==> src/rtl/sync_updown_counter.sv <==
// Fully synchronous up/down counter with programmable modulus, parallel load,
// count enable, enable prescaler, wrap-or-saturate mode and terminal-count/wrap flags.
module sync_updown_counter #(
  parameter int unsigned WIDTH    = 4,
  parameter int unsigned MODULUS  = 16,
  parameter int unsigned PRESCALE = 1,
  parameter bit          SATURATE = 1'b0
) (
  input  logic             clk,
  input  logic             reset,
  input  logic             en,
  input  logic             up,
  input  logic             load,
  input  logic [WIDTH-1:0] load_val,
  output logic [WIDTH-1:0] q,
  output logic             tc,
  output logic             wrap
);

  // Prescaler needs at least one bit even when PRESCALE is 1.
  localparam int unsigned PW = (PRESCALE > 1) ? $clog2(PRESCALE) : 1;

  localparam logic [WIDTH-1:0] MaxVal   = WIDTH'(MODULUS - 1);
  localparam logic [PW-1:0]    PresLast = PW'(PRESCALE - 1);

  logic [WIDTH-1:0] count_q, count_d;
  logic [PW-1:0]    presc_q, presc_d;
  logic             wrap_q, wrap_d;
  logic             step;

  // Next-state: load beats counting; a step happens only on the prescaler's last phase.
  always_comb begin
    count_d = count_q;
    presc_d = presc_q;
    wrap_d  = 1'b0;
    step    = 1'b0;
    if (load) begin
      // Out-of-range load values clamp to the top of the count range.
      count_d = (load_val > MaxVal) ? MaxVal : load_val;
      presc_d = '0;
    end else if (en) begin
      step = (presc_q == PresLast);
      if (step) begin
        presc_d = '0;
      end else begin
        presc_d = presc_q + PW'(1);
      end
      if (step) begin
        if (up) begin
          if (count_q == MaxVal) begin
            if (!SATURATE) begin
              count_d = '0;
              wrap_d  = 1'b1;
            end
          end else begin
            count_d = count_q + WIDTH'(1);
          end
        end else begin
          if (count_q == '0) begin
            if (!SATURATE) begin
              count_d = MaxVal;
              wrap_d  = 1'b1;
            end
          end else begin
            count_d = count_q - WIDTH'(1);
          end
        end
      end
    end
  end

  // State register with synchronous reset.
  always_ff @(posedge clk) begin
    if (reset) begin
      count_q <= '0;
      presc_q <= '0;
      wrap_q  <= 1'b0;
    end else begin
      count_q <= count_d;
      presc_q <= presc_d;
      wrap_q  <= wrap_d;
    end
  end

  // Terminal count follows the current direction with no added latency.
  always_comb begin
    q    = count_q;
    wrap = wrap_q;
    tc   = up ? (count_q == MaxVal) : (count_q == '0);
  end

endmodule

==> config.mk <==
export PLATFORM = sky130hd
export DESIGN_NAME = sync_updown_counter
export DESIGN_NICKNAME = d
export VERILOG_FILES = /design/src/rtl/sync_updown_counter.sv
export SDC_FILE = /design/constraint.sdc
export NUM_CORES = 1
export LEC_CHECK = 0
export ABC_AREA = 1
export CAP_MARGIN = 40
export CORE_AREA = 5 5 42 44
export CTS_BUF_LIST = sky130_fd_sc_hd__clkbuf_16
export DETAILED_ROUTE_END_ITERATION = 8
export DIE_AREA = 0 0 47 49
export PLACE_DENSITY_LB_ADDON = 0.08
export SYNTH_ARGS = -nofsm -noshare
export SYNTH_HDL_FRONTEND = slang
export SYNTH_SLANG_ARGS = --single-unit
==> constraint.sdc <==
create_clock -name clk -period 1.3 [get_ports clk]
set_clock_uncertainty 0.15 [all_clocks]
set_input_delay 0.195 -clock clk [delete_from_list [all_inputs] [get_ports clk]]
set_output_delay 0.195 -clock clk [all_outputs]
set_load 0.02 [all_outputs]
# Word-level counts from Yosys, hierarchy flattened
# Index checks and enable logic that the tools add are counted.
word_totals:
  ff_bits: 6
  inputBits: 9
  out_inout_bits: 6
  wordCells: 27
classes:
  add_sub_neg: 3
  n_lt_le_gt_ge: 1
  eq_ne: 2
  n_mux: 12
  bitwise_logic: 1
  n_reduce_logical: 5
ops:
  columns: ["op", "count"]
  rows:
  - ["4-bit two-way mux", 7]
  - ["1-bit two-way mux", 5]
  - ["4-bit by 1-bit adder with 4-bit output, second input constant", 1]
  - ["4-bit == test, second input constant", 1]
  - ["4-bit greater-than comparator, second input constant", 1]
  - ["4-bit zero test", 1]
  - ["4-bit OR reduction", 1]
  - ["4-bit by 1-bit subtractor with 4-bit output, second input constant", 1]
  - ["2-bit inequality test, second input constant", 1]
  - ["2-bit AND reduction", 1]
  - ["2-bit nonzero test", 1]
  - ["2-bit OR reduction", 1]
  - ["1-bit adder, second input constant", 1]
  - ["1-bit inverter", 1]

# Depth between registers and ports, before layout
logic_depth:
  word_depth: 6
  mapped_depth: 8
  mapped_depth_nobuf: 8

# Worst setup path before layout
# OpenSTA, ideal clock, no wires.
synth_path:
  kind: "register -> register"
  from: "register count_q[0], in the netlist q[0]"
  to: "register count_q[3], in the netlist q[3]"
  setup_ns: 0.114
  arrival_ns: 1.274
  required_time_ns: 1.036
  slack_ns: -0.238
  stages_incl_launch_ff: 9
  path_buffers: 0
  period_less_slack_ns: 1.538
  path_cell_list: "dfxtp_1 inv_1 ha_1 a21oi_1 nand2_1 nand3_1 nand3_1 nand2_1 a21oi_2"
synth_between:
  elab_chain_len: 6
  word_cells_on_any_way: 10
  classes_between: "add/sub (2); eq/ne (1); mux (6); reduce/logical (1)"
synth_lines:
  columns: ["element", "line_no", "source"]
  rows:
  - ["from (decl)", "26", "logic [WIDTH-1:0] count_q, count_d;"]
  - ["from (signal assigned)", "79", "count_q <= count_d;"]
  - ["4-bit by 1-bit subtractor with 4-bit output (tied with other cells)", "65", "count_d = count_q - WIDTH'(1);"]
  - ["4-bit two-way mux, on equally long branches", "59, 50", null]
  - ["4-bit two-way mux (*)", "49", "if (up) begin"]
  - ["4-bit two-way mux (*)", "48", "if (step) begin"]
  - ["4-bit two-way mux (*)", "41", "end else if (en) begin"]
  - ["4-bit two-way mux (*)", "37", "if (load) begin"]
# Every way passes the cells marked *; elsewhere a longest branch is shown, timed or not. The select of a mux whose other input is x is not followed.
# A chain may end at the register's enable or synchronous reset.

# Worst setup path in the final report
layout_path:
  from: "register count_q[0], in the netlist q[0]"
  to: "output port tc"
layout_between:
  elab_chain_len: 2
  word_cells_on_any_way: 3
  classes_between: "eq/ne (1); mux (1); reduce/logical (1)"
layout_lines:
  columns: ["element", "line_no", "source"]
  rows:
  - ["4-bit == test / 4-bit zero test (equally long branches)", "89", "tc = up ? (count_q == MaxVal) : (count_q == '0);"]
  - ["1-bit two-way mux (*)", "89", null]
  - ["to (decl)", "16", "output logic tc,"]
# Every way passes the cells marked *; elsewhere a longest branch is shown, timed or not.

==> results.cfg <==
[outcome]
status = finished with violations
violations = setup timing

[hold_path]
min_path_type = in -> reg

[yosys]
synth_most_common_cell = nand2_1
ys.flop_type = dfxtp_1
yosysTopAreaCell = dfxtp_1
synth.cell_area_sq_um = 395.4
async_reset_ff_share_pct = 0
yosys.area.top_type_share_pct = 25.32
synthCells = 58
syn-num-nets = 69
synth_edf_count = 0
synthTopCellsByArea = dfxtp_1, nand2_1, ha_1
syn_area_per_cell_sq_um = 6.817
ys_warn_count = 0
seq_area_frac_synth_pct = 25.32
yosys-top-cells-count = nand2_1, inv_1, dfxtp_1, nand3_1
ys_ff_latch = 5
synth.distinct_cells = 20

[power]
power.density_nw_per_um2 = 1157
p_leak_nw = 0.3751
vdd_drop_max_mv = 0.8210
p_total_mw = 0.9064

[placement]
gp_congestion = 0.7513
preCtsSetupSlack_ns = -0.5973
hpwlAfterDp_microns = 948.6
placement.io_buffers = 14

[floorplanning]
start_util_pct = 28.21
num_io_pins = 15
die_h_microns = 49
floorplan.rows = 14
die_x_microns = 47
dieArea_sq_um = 2303
coreArea_sq_um = 1401

[global_routing]
grt_pass1_vias = 483
grt_max_degree = 6
grt_pass1_wl_microns = 2021
antenna_found_initial = 0
grt.total_usage_pct = 12.18
grt-ovfl-total = 0

[timing]
worstMarginPinSlew_ns = 0.2878
hold_violations = 0
rsz0062_at_grt = true
fin_crit_sh_pct = 113.0
fmax_mhz = 680.7
setup_ws_ns = -0.1691
slew_headroom_pct = 80.78
period_needed_ns = 1.469
setup_violations = 4
setup_tns_ns = -0.4556
slew_violations = 0

[cts]
h-tree-depth = 1
numCtsBuffers = 3
root_buffer = clkbuf_16
cts_sinks = 5
cts_hold_buffers = 0
clk_pin_slew_ns = 0.03
clk_latency_ns = 0.23
clock_path_buffers = 2
cts_tree = yes

[cells_and_area]
final_nets = 103
diodes = 0
drive_above_1_share_pct = 46.15
area_growth_pct = 98.10

[route]
initialDrtViolationCount = 3
via_count = 487
antenna_left = 0
drc = 0
routed_wl_microns = 1170
wire_per_inst_microns = 10.93
firstDrtPassIters = 2
viasPerCell = 4.551

[setup_path]
timing.critical_path.fanout_max = 3
path_class = reg -> out
endpoint_kind = primary output
worstPathRequired_ns = 0.95
start_kind = flip-flop
critical_path_arrival_ns = 1.12

[run]
max_cap_violations = 0
==> state kept, by name (all words and copies together), names as in the netlist <==
register  count
q             4
wrap          1
==> power breakdown <==
part	internal [mW]	switching, mW	total [mW]
Sequential	0.166	0.0141	0.180
Clock	0.398	0.0948	0.493
Combinational	0.125	0.109	0.234
==> critical path, cell delays in order, from the launching register on <==
cell and delay [ns]:
dfxtp_4 0.36, ha_4 0.14, nand3_2 0.06, nor2_1 0.08
inv_1 0.06, nand2_2 0.08, buf_6 0.11
==> what timing repair did <==
action,in CTS,in global routing
setup endpoints to repair,8,6
pin swaps,5,1
gates resized for setup,30,4
setup buffers,1,1
==> final cells by class <==
cell class | instances | area [sq um]
Timing Repair Buffer | 30 | 256.5
Clock inverter | 1 | 3.754
Clock buffer | 3 | 75.07
Inverter | 9 | 33.78
Sequential cell | 5 | 110.1
Tap cell | 16 | 20.02
Fill cell | 142 | 618.1
Multi-Input combinational cell | 43 | 284.0
==> per-stage QoR <==
step | instances | hold slack, ns | utilization [%] | cell area [sq um]
floorplan | 58 | 0.1044 | - | 406.6
global placement | 101 | 0.4417 | 47.14 | 660.6
detailed placement | 101 | 0.4382 | 47.14 | 660.6
CTS | 106 | 0.4002 | 55.00 | 770.7
global route | 107 | 0.2800 | 55.89 | 783.3
finish | 107 | 0.2442 | 55.89 | 783.3
==> cells in the final DEF (no fill, tap or decap) <==
cell / n
nand2_1: 17
buf_4: 14
clkdlybuf4s50_1: 7
inv_1: 6
nand3_1: 5
inv_2: 4
buf_6: 4
nor2_1: 3
clkbuf_16: 3
buf_2: 3
nand3_2: 2
nand4_1: 2
nor2_4: 2
a31oi_1: 2
a21oi_2: 2
ha_4: 2
dfxtp_4: 2
dfxtp_2: 2
nand2_2: 1
nor3b_2: 1
xor2_1: 1
a22oi_1: 1
a21oi_1: 1
xnor2_1: 1
dlymetal6s2s_1: 1
dlygate4sd2_1: 1
dfxtp_1: 1
==> cells by family (layout without fill, tap and decap cells) <==
family,Yosys count,after routing,synth area share [%]
AOI/OAI and AO/OA,6,6,9.811
xor gates and xnor gates,2,2,4.431
buffers and inverters,10,43,11.39
and+or+nand+nor,33,33,42.72
adders and majority gates,2,2,6.328
DFF,5,5,25.32
==> worst paths after layout <==
kind | startpoint | to | slack, ns | cells after the start
min reg2reg | q[3]$_SDFFE_PP0P_ | q[3]$_SDFFE_PP0P_ | 0.49 | 3
max | q[0]$_SDFFE_PP0P_ | tc | -0.17 | 6
min | load | q[1]$_SDFFE_PP0P_ | 0.24 | 3
max reg2reg | q[1]$_SDFFE_PP0P_ | q[3]$_SDFFE_PP0P_ | -0.12 | 9
==> metal layers <==
metal / GRT usage, % / wire length [microns] / vias to the layer above
li1: - / - / 255
met1: 14.07 / 525 / 219
met2: 19.68 / 577 / 11
met3: 3.690 / 55 / 2
met4: 5.530 / 12 / 0
met5: 0 / 0 / -
Power figures use the tool's default switching activity.
